### src/rtl/axil_write_master_if.sv
// Signal bundle between a local write initiator and an AXI4-Lite write slave,
// including the local command/response side and the status counters.
interface axil_write_master_if #(
  parameter int ADDR_WIDTH = 32,
  parameter int DATA_WIDTH = 32,
  parameter int CNT_WIDTH  = 16
);
  localparam int STRB_WIDTH = DATA_WIDTH / 8;

  logic                  cmd_valid;
  logic                  cmd_ready;
  logic [ADDR_WIDTH-1:0] cmd_addr;
  logic [DATA_WIDTH-1:0] cmd_data;
  logic [STRB_WIDTH-1:0] cmd_strb;

  logic                  awvalid;
  logic                  awready;
  logic [ADDR_WIDTH-1:0] awaddr;
  logic [2:0]            awprot;
  logic                  wvalid;
  logic                  wready;
  logic [DATA_WIDTH-1:0] wdata;
  logic [STRB_WIDTH-1:0] wstrb;
  logic                  bvalid;
  logic                  bready;
  logic [1:0]            bresp;

  logic                  rsp_valid;
  logic [1:0]            rsp_resp;
  logic                  busy;
  logic [CNT_WIDTH-1:0]  done_count;
  logic [CNT_WIDTH-1:0]  err_count;

  modport master (
    input  cmd_valid, cmd_addr, cmd_data, cmd_strb,
    input  awready, wready, bvalid, bresp,
    output cmd_ready, awvalid, awaddr, awprot, wvalid, wdata, wstrb, bready,
    output rsp_valid, rsp_resp, busy, done_count, err_count
  );

  modport slave (
    output cmd_valid, cmd_addr, cmd_data, cmd_strb,
    output awready, wready, bvalid, bresp,
    input  cmd_ready, awvalid, awaddr, awprot, wvalid, wdata, wstrb, bready,
    input  rsp_valid, rsp_resp, busy, done_count, err_count
  );
endinterface

### src/rtl/axil_write_master.sv
// AXI4-Lite write initiator: one outstanding single-beat write at a time,
// B response returned locally, with wrapping completion and saturating error counters.
module axil_write_master #(
  parameter int ADDR_WIDTH = 32,
  parameter int DATA_WIDTH = 32,
  parameter int CNT_WIDTH  = 16
) (
  input  logic                clk,
  input  logic                areset,
  axil_write_master_if.master bus
);
  localparam int STRB_WIDTH = DATA_WIDTH / 8;

  if (!(DATA_WIDTH == 32 || DATA_WIDTH == 64)) begin : g_width_check
    $error("axil_write_master: DATA_WIDTH must be 32 or 64");
  end

  typedef enum logic [1:0] {
    S_IDLE      = 2'd0,
    S_ADDR_DATA = 2'd1,
    S_RESP      = 2'd2
  } state_e;

  state_e                state_q;
  logic                  cmd_ready_q;
  logic                  awvalid_q;
  logic                  wvalid_q;
  logic                  bready_q;
  logic                  rsp_valid_q;
  logic                  busy_q;
  logic [ADDR_WIDTH-1:0] awaddr_q;
  logic [DATA_WIDTH-1:0] wdata_q;
  logic [STRB_WIDTH-1:0] wstrb_q;
  logic [1:0]            rsp_resp_q;
  logic [CNT_WIDTH-1:0]  done_q;
  logic [CNT_WIDTH-1:0]  err_q;

  logic                  aw_pend_d;
  logic                  w_pend_d;
  logic [CNT_WIDTH-1:0]  done_d;
  logic [CNT_WIDTH-1:0]  err_d;

  function automatic logic [CNT_WIDTH-1:0] sat_inc(input logic [CNT_WIDTH-1:0] v);
    return (&v) ? v : v + CNT_WIDTH'(1);
  endfunction

  // Each channel stays pending until its own handshake; the two are independent.
  always_comb begin
    aw_pend_d = awvalid_q && !bus.awready;
    w_pend_d  = wvalid_q && !bus.wready;
    done_d    = done_q + CNT_WIDTH'(1);
    err_d     = bus.bresp[1] ? sat_inc(err_q) : err_q;
  end

  always_ff @(posedge clk or posedge areset) begin
    if (areset) begin
      state_q     <= S_IDLE;
      cmd_ready_q <= 1'b0;
      awvalid_q   <= 1'b0;
      wvalid_q    <= 1'b0;
      bready_q    <= 1'b0;
      rsp_valid_q <= 1'b0;
      busy_q      <= 1'b0;
      awaddr_q    <= '0;
      wdata_q     <= '0;
      wstrb_q     <= '0;
      rsp_resp_q  <= 2'b00;
      done_q      <= '0;
      err_q       <= '0;
    end else begin
      rsp_valid_q <= 1'b0;
      case (state_q)
        S_IDLE: begin
          cmd_ready_q <= 1'b1;
          if (bus.cmd_valid && cmd_ready_q) begin
            awaddr_q    <= bus.cmd_addr;
            wdata_q     <= bus.cmd_data;
            wstrb_q     <= bus.cmd_strb;
            awvalid_q   <= 1'b1;
            wvalid_q    <= 1'b1;
            busy_q      <= 1'b1;
            cmd_ready_q <= 1'b0;
            state_q     <= S_ADDR_DATA;
          end
        end
        S_ADDR_DATA: begin
          awvalid_q <= aw_pend_d;
          wvalid_q  <= w_pend_d;
          if (!aw_pend_d && !w_pend_d) begin
            bready_q <= 1'b1;
            state_q  <= S_RESP;
          end
        end
        S_RESP: begin
          if (bus.bvalid) begin
            rsp_resp_q  <= bus.bresp;
            bready_q    <= 1'b0;
            rsp_valid_q <= 1'b1;
            done_q      <= done_d;
            err_q       <= err_d;
            busy_q      <= 1'b0;
            cmd_ready_q <= 1'b1;
            state_q     <= S_IDLE;
          end
        end
        default: begin
          state_q     <= S_IDLE;
          cmd_ready_q <= 1'b0;
          awvalid_q   <= 1'b0;
          wvalid_q    <= 1'b0;
          bready_q    <= 1'b0;
          busy_q      <= 1'b0;
        end
      endcase
    end
  end

  assign bus.cmd_ready  = cmd_ready_q;
  assign bus.awvalid    = awvalid_q;
  assign bus.awaddr     = awaddr_q;
  assign bus.awprot     = 3'b000;
  assign bus.wvalid     = wvalid_q;
  assign bus.wdata      = wdata_q;
  assign bus.wstrb      = wstrb_q;
  assign bus.bready     = bready_q;
  assign bus.rsp_valid  = rsp_valid_q;
  assign bus.rsp_resp   = rsp_resp_q;
  assign bus.busy       = busy_q;
  assign bus.done_count = done_q;
  assign bus.err_count  = err_q;
endmodule

### src/flat_wrapper.sv
// flat-port wrapper written by rule: the top's interface ports become plain ports
module axil_write_master_flat 
#(
  parameter int ADDR_WIDTH = 32,
  parameter int DATA_WIDTH = 32,
  parameter int CNT_WIDTH  = 16
)
  (clk, areset, bus_cmd_valid, bus_cmd_addr, bus_cmd_data, bus_cmd_strb, bus_awready, bus_wready, bus_bvalid, bus_bresp, bus_cmd_ready, bus_awvalid, bus_awaddr, bus_awprot, bus_wvalid, bus_wdata, bus_wstrb, bus_bready, bus_rsp_valid, bus_rsp_resp, bus_busy, bus_done_count, bus_err_count);
  axil_write_master_if #(.ADDR_WIDTH(ADDR_WIDTH), .DATA_WIDTH(DATA_WIDTH), .CNT_WIDTH(CNT_WIDTH)) bus_i ();
  input  logic clk;
  input  logic areset;
  input wire logic [$bits(bus_i.cmd_valid)-1:0] bus_cmd_valid;
  input wire logic [$bits(bus_i.cmd_addr)-1:0] bus_cmd_addr;
  input wire logic [$bits(bus_i.cmd_data)-1:0] bus_cmd_data;
  input wire logic [$bits(bus_i.cmd_strb)-1:0] bus_cmd_strb;
  input wire logic [$bits(bus_i.awready)-1:0] bus_awready;
  input wire logic [$bits(bus_i.wready)-1:0] bus_wready;
  input wire logic [$bits(bus_i.bvalid)-1:0] bus_bvalid;
  input wire logic [$bits(bus_i.bresp)-1:0] bus_bresp;
  output wire logic [$bits(bus_i.cmd_ready)-1:0] bus_cmd_ready;
  output wire logic [$bits(bus_i.awvalid)-1:0] bus_awvalid;
  output wire logic [$bits(bus_i.awaddr)-1:0] bus_awaddr;
  output wire logic [$bits(bus_i.awprot)-1:0] bus_awprot;
  output wire logic [$bits(bus_i.wvalid)-1:0] bus_wvalid;
  output wire logic [$bits(bus_i.wdata)-1:0] bus_wdata;
  output wire logic [$bits(bus_i.wstrb)-1:0] bus_wstrb;
  output wire logic [$bits(bus_i.bready)-1:0] bus_bready;
  output wire logic [$bits(bus_i.rsp_valid)-1:0] bus_rsp_valid;
  output wire logic [$bits(bus_i.rsp_resp)-1:0] bus_rsp_resp;
  output wire logic [$bits(bus_i.busy)-1:0] bus_busy;
  output wire logic [$bits(bus_i.done_count)-1:0] bus_done_count;
  output wire logic [$bits(bus_i.err_count)-1:0] bus_err_count;
  assign bus_i.cmd_valid = bus_cmd_valid;
  assign bus_i.cmd_addr = bus_cmd_addr;
  assign bus_i.cmd_data = bus_cmd_data;
  assign bus_i.cmd_strb = bus_cmd_strb;
  assign bus_i.awready = bus_awready;
  assign bus_i.wready = bus_wready;
  assign bus_i.bvalid = bus_bvalid;
  assign bus_i.bresp = bus_bresp;
  assign bus_cmd_ready = bus_i.cmd_ready;
  assign bus_awvalid = bus_i.awvalid;
  assign bus_awaddr = bus_i.awaddr;
  assign bus_awprot = bus_i.awprot;
  assign bus_wvalid = bus_i.wvalid;
  assign bus_wdata = bus_i.wdata;
  assign bus_wstrb = bus_i.wstrb;
  assign bus_bready = bus_i.bready;
  assign bus_rsp_valid = bus_i.rsp_valid;
  assign bus_rsp_resp = bus_i.rsp_resp;
  assign bus_busy = bus_i.busy;
  assign bus_done_count = bus_i.done_count;
  assign bus_err_count = bus_i.err_count;
  axil_write_master #(.ADDR_WIDTH(ADDR_WIDTH), .DATA_WIDTH(DATA_WIDTH), .CNT_WIDTH(CNT_WIDTH)) u_core (.clk(clk), .areset(areset), .bus(bus_i));
endmodule
### config.mk
export PLATFORM = sky130hd
export DESIGN_NAME = axil_write_master_flat
export DESIGN_NICKNAME = d
export VERILOG_FILES = /design/src/rtl/axil_write_master_if.sv /design/src/rtl/axil_write_master.sv /design/src/flat_wrapper.sv
export SDC_FILE = /design/constraint.sdc
export NUM_CORES = 1
export LEC_CHECK = 0
export ABC_CLOCK_PERIOD_IN_PS = 6350
export BUFFER_PORTS_ARGS = -buffer_cell sky130_fd_sc_hd__buf_4
export CAP_MARGIN = 5
export CORE_ASPECT_RATIO = 0.8
export CORE_UTILIZATION = 35
export DETAILED_ROUTE_END_ITERATION = 6
export GPL_TIMING_DRIVEN = 0
export HOLD_SLACK_MARGIN = 0.08
export PLACE_DENSITY = 0.72
export SYNTH_ARGS = -nofsm -noshare
export SYNTH_HDL_FRONTEND = slang
export SYNTH_SLANG_ARGS = --single-unit
### constraint.sdc
create_clock -name clk -period 6.35 [get_ports clk]
set_input_delay 1.27 -clock clk [delete_from_list [all_inputs] [get_ports clk]]
set_output_delay 1.27 -clock clk [all_outputs]
set_load 0.005 [all_outputs]
==> results.yml <==
worst_setup_path:
  flop_to_flop_setup_slack_ps: 4360
  timing_worst_setup_path_type: "input port to flop"
  crit_arrival_ps: 2630
  timing.critical_path.to_type: "flop"
  worst_r2r_path_depth: 4
  worstReg2RegEnd: "u_core.bus.awaddr[3]$_DFFE_PP0P_"
  critical_path.startpoint_type: "input port"
  cp_max_fo: 10
  rr_startpoint: "u_core.state_q[1]$_DFFE_PP0P_"
  critical_path_required_ps: 6570
hold_path:
  min_to: "u_core.bus.done_count[15]$_DFFE_PP0P_"
  hold_class: "flop to flop"
  hold_path_depth: 1
  hold_start: "u_core.bus.done_count[15]$_DFFE_PP0P_"
route:
  route.vias.total: 3099
  drtIter0Drc: 70
  finalWirelength_mm: 9.687
  vias_per_cell: 4.544
  drt_pre_antenna_iters: 4
  post_drt_wl_per_cell_um: 14.20
  route.detailed.drc: 0
  postRouteAntennaNets: 0
global_route:
  grt_pass1_vias: 3102
  antenna_found_initial: 0
  grt_overflow: 0
  globalRouteTotalUtil_pct: 15.18
  grt_pass1_wl_mm: 15.34
  grt_start_max_net_pins: 66
finish:
  num-fill-cells: 1121
  multiInputGateArea_um2: 1567
  fraction_of_the_core_area_covered_by_cells_at_the_end_of_the_flow_pct: 51.46
  num_antenna_cells: 0
  flow.area_growth_from_synthesis_pct: 42.91
  combined_flip_flop_and_latch_cell_area_um2: 2753
  finalInstanceArea_um2: 6305
  stdcell_count: 682
  layout.nets: 584
  fraction_of_layout_instances_using_a_drive_strength_above_1_pct: 56.56
clocking:
  ctsResizeCount: 0
  clk_pin_slew_ps: 70
  cts-hold-fix-buffers: 0
  post_cts.repair.setup_buffers: 0
  cts.sink_count: 110
  tritoncts.num_buffers: 9
  cts_max_path_buffers: 2
  clock-root-buffer: "sky130_fd_sc_hd__clkbuf_16"
  maximum_level_of_the_cts_h_tree: 3
  cts_tree: "done"
  worst_skew_pair.late_latency_ps: 340
floorplanning:
  fp.dieArea_um2: 13060
  fp-row-count: 36
  num_io_pins: 187
  core_box_area_um2: 12250
  die-width_um: 127.5
  die_height_um: 102.4
  initial_core_util_pct: 36.01
place:
  gpl.final_weighted_congestion: 0.7435
  dpl_cell_area_um2: 6037
  detailedPlacementHpwl_mm: 7.192
  pre_cts_ws_ps: 3493
  place_inst: 666
  io_buffers: 183
synth:
  syn_avg_cell_area_um2: 14.28
  synthesis.yosys.warnings: 0
  post_synth_instance_area_um2: 4412
  ys.flop_type: "sky130_fd_sc_hd__dfrtp_1"
  synth_common_cells: "sky130_fd_sc_hd__dfrtp_1 (110), sky130_fd_sc_hd__mux2_2 (71), sky130_fd_sc_hd__xnor2_1 (20)"
  synth.top_cells.by_area: "sky130_fd_sc_hd__dfrtp_1 (62%), sky130_fd_sc_hd__mux2_2 (18%), sky130_fd_sc_hd__xnor2_1 (4.0%), sky130_fd_sc_hd__xor2_1 (2.0%), sky130_fd_sc_hd__nand2_1 (1.4%)"
  gate_count_after_technology_mapping: 309
  synth_top_area_share_pct: 62.39
  yosys.cell_types.count: 36
  async_reset_ff_share_pct: 100.0
  seq_area_frac_synth_pct: 62.39
  count_of_flip_flops_with_a_built_in_enable_after_synthesis: 0
  synth.largest_area_cell: "sky130_fd_sc_hd__dfrtp_1"
  ys_seq_elements: 110
  yosys.cell_count.top_type: "sky130_fd_sc_hd__dfrtp_1"
timing:
  timing.final.crit_period_ps: 2409
  skew_ps: 8.553
  timing.final.hold_violations: 0
  report.final.setup_viol: 0
  maxClockFrequency_ghz: 0.4151
  final.period_utilization_pct: 37.94
  worst_pin_slew_ps: 587.6
  setup_ws_ps: 3941
  report.final.slew_viol_count: 0
  rsz0062_at_grt: "no"
  relSlewSlack_pct: 60.61
  setup_total_negative_slack_ps: 0
power_and_ir_drop:
  p_per_area_nw_per_um2: 420.0
  ir_worst_vdd_mv: 0.1981
  switchingPower_mw: 0.7705
  p_int_mw: 1.878
  clock_power_share_pct: 19.5
  share_seq_of_total_power_pct: 43.3
  p_leak_nw: 3.050
  comb_power_share_pct: 37.1
  sw_frac_of_total_pct: 29.10
outcome:
  run_status: "completed"
job:
  max_cap_violations: 0
==> cells in the final DEF, fill, tap and decap left out, types with 5 or more instances in the layout <==
master	Yosys	final
sky130_fd_sc_hd__xnor2_1	20	20
sky130_fd_sc_hd__nand2_1	17	17
sky130_fd_sc_hd__and4_1	7	7
sky130_fd_sc_hd__buf_2	8	8
sky130_fd_sc_hd__nand4_1	10	10
sky130_fd_sc_hd__buf_4	3	186
sky130_fd_sc_hd__xor2_1	10	10
sky130_fd_sc_hd__clkbuf_16	0	9
sky130_fd_sc_hd__nor2_1	6	6
sky130_fd_sc_hd__nand3_1	8	8
sky130_fd_sc_hd__mux2_2	71	71
sky130_fd_sc_hd__inv_1	6	5
sky130_fd_sc_hd__dfrtp_1	110	110
==> final cells by class <==
class / instances / area share, %
sequential: 110 / 43.66
multi-input combinational: 182 / 24.85
timing repair buffer: 184 / 22.23
clock buffer: 11 / 3.691
tap: 171 / 3.394
buffer: 13 / 1.230
clock inverter: 5 / 0.5557
inverter: 6 / 0.3969
==> sequential cells by signal, summed over array words and instances, names as in the netlist <==
| name | count |
|---|---|
| u_core.bus.awvalid | 1 |
| u_core.bus.busy | 1 |
| u_core.bus.rsp_valid | 1 |
| u_core.bus.bready | 1 |
| u_core.bus.done_count | 16 |
| u_core.state_q | 2 |
| u_core.bus.cmd_ready | 1 |
| u_core.bus.rsp_resp | 2 |
| u_core.bus.wvalid | 1 |
| u_core.bus.wdata | 32 |
| u_core.bus.awaddr | 32 |
| u_core.bus.wstrb | 4 |
| u_core.bus.err_count | 16 |
==> worst max-delay path: stages <==
cell,delay (ps)
sky130_fd_sc_hd__buf_4,80
sky130_fd_sc_hd__nand2_1,70
sky130_fd_sc_hd__nor3_2,460
sky130_fd_sc_hd__buf_2,380
sky130_fd_sc_hd__mux2_2,370
==> cell families after synthesis <==
group	after synthesis	share of synthesized area, %
flops	110	62.39
mux	71	18.12
compound gates	12	1.985
fa+ha+maj	2	0.5671
simple gates	64	8.622
other cells	1	0.08500
xor+xnor	30	5.956
buf+inv	19	2.269
==> per-layer routing <==
| metal | vias to the layer above | track usage, % | wire length, um |
|---|---|---|---|
| met2 | 114 | 24.42 | 4553 |
| met4 | 0 | 5.495 | 160 |
| li1 | 1465 | - | - |
| met3 | 15 | 6.178 | 832 |
| met5 | - | 0 | 0 |
| met1 | 1505 | 18.50 | 4140 |
==> worst max path at each step <==
stage / startpoint / to / slack, ps / cells after the start
6_report: bus_cmd_valid / u_core.bus.awaddr[3]$_DFFE_PP0P_ / 3940 / 5
3_5_place_dp: bus_cmd_valid / u_core.bus.awaddr[5]$_DFFE_PP0P_ / 3490 / 5
4_1_cts: bus_cmd_valid / u_core.bus.awaddr[3]$_DFFE_PP0P_ / 3870 / 5
3_3_place_gp: areset / u_core.bus.wdata[27]$_DFFE_PP0P_ / 990 / 2
2_1_floorplan: areset / u_core.bus.awaddr[0]$_DFFE_PP0P_ / 2180 / 1
5_1_grt: bus_cmd_valid / u_core.bus.awaddr[3]$_DFFE_PP0P_ / 3770 / 5
==> stage by stage <==
| step | hold slack [ps] | power, mW |
|---|---|---|
| CTS | 477.5 | 2.691 |
| detailed placement | 468.0 | 2.164 |
| global route | 482.4 | 2.825 |
| global placement | 457.6 | 2.118 |
| finish | 475.0 | 2.648 |
| floorplan | 464.7 | 1.589 |
==> power groups by stage <==
stage	clock (mW)	combinational (mW)	sequential [mW]
2_1_floorplan	0	0.428	1.16
6_report	0.517	0.983	1.15
5_1_grt	0.567	1.07	1.19
3_3_place_gp	0	0.974	1.14
4_1_cts	0.536	1.00	1.15
3_5_place_dp	0	1.00	1.16
No activity file was read; power rests on OpenSTA's default activity.
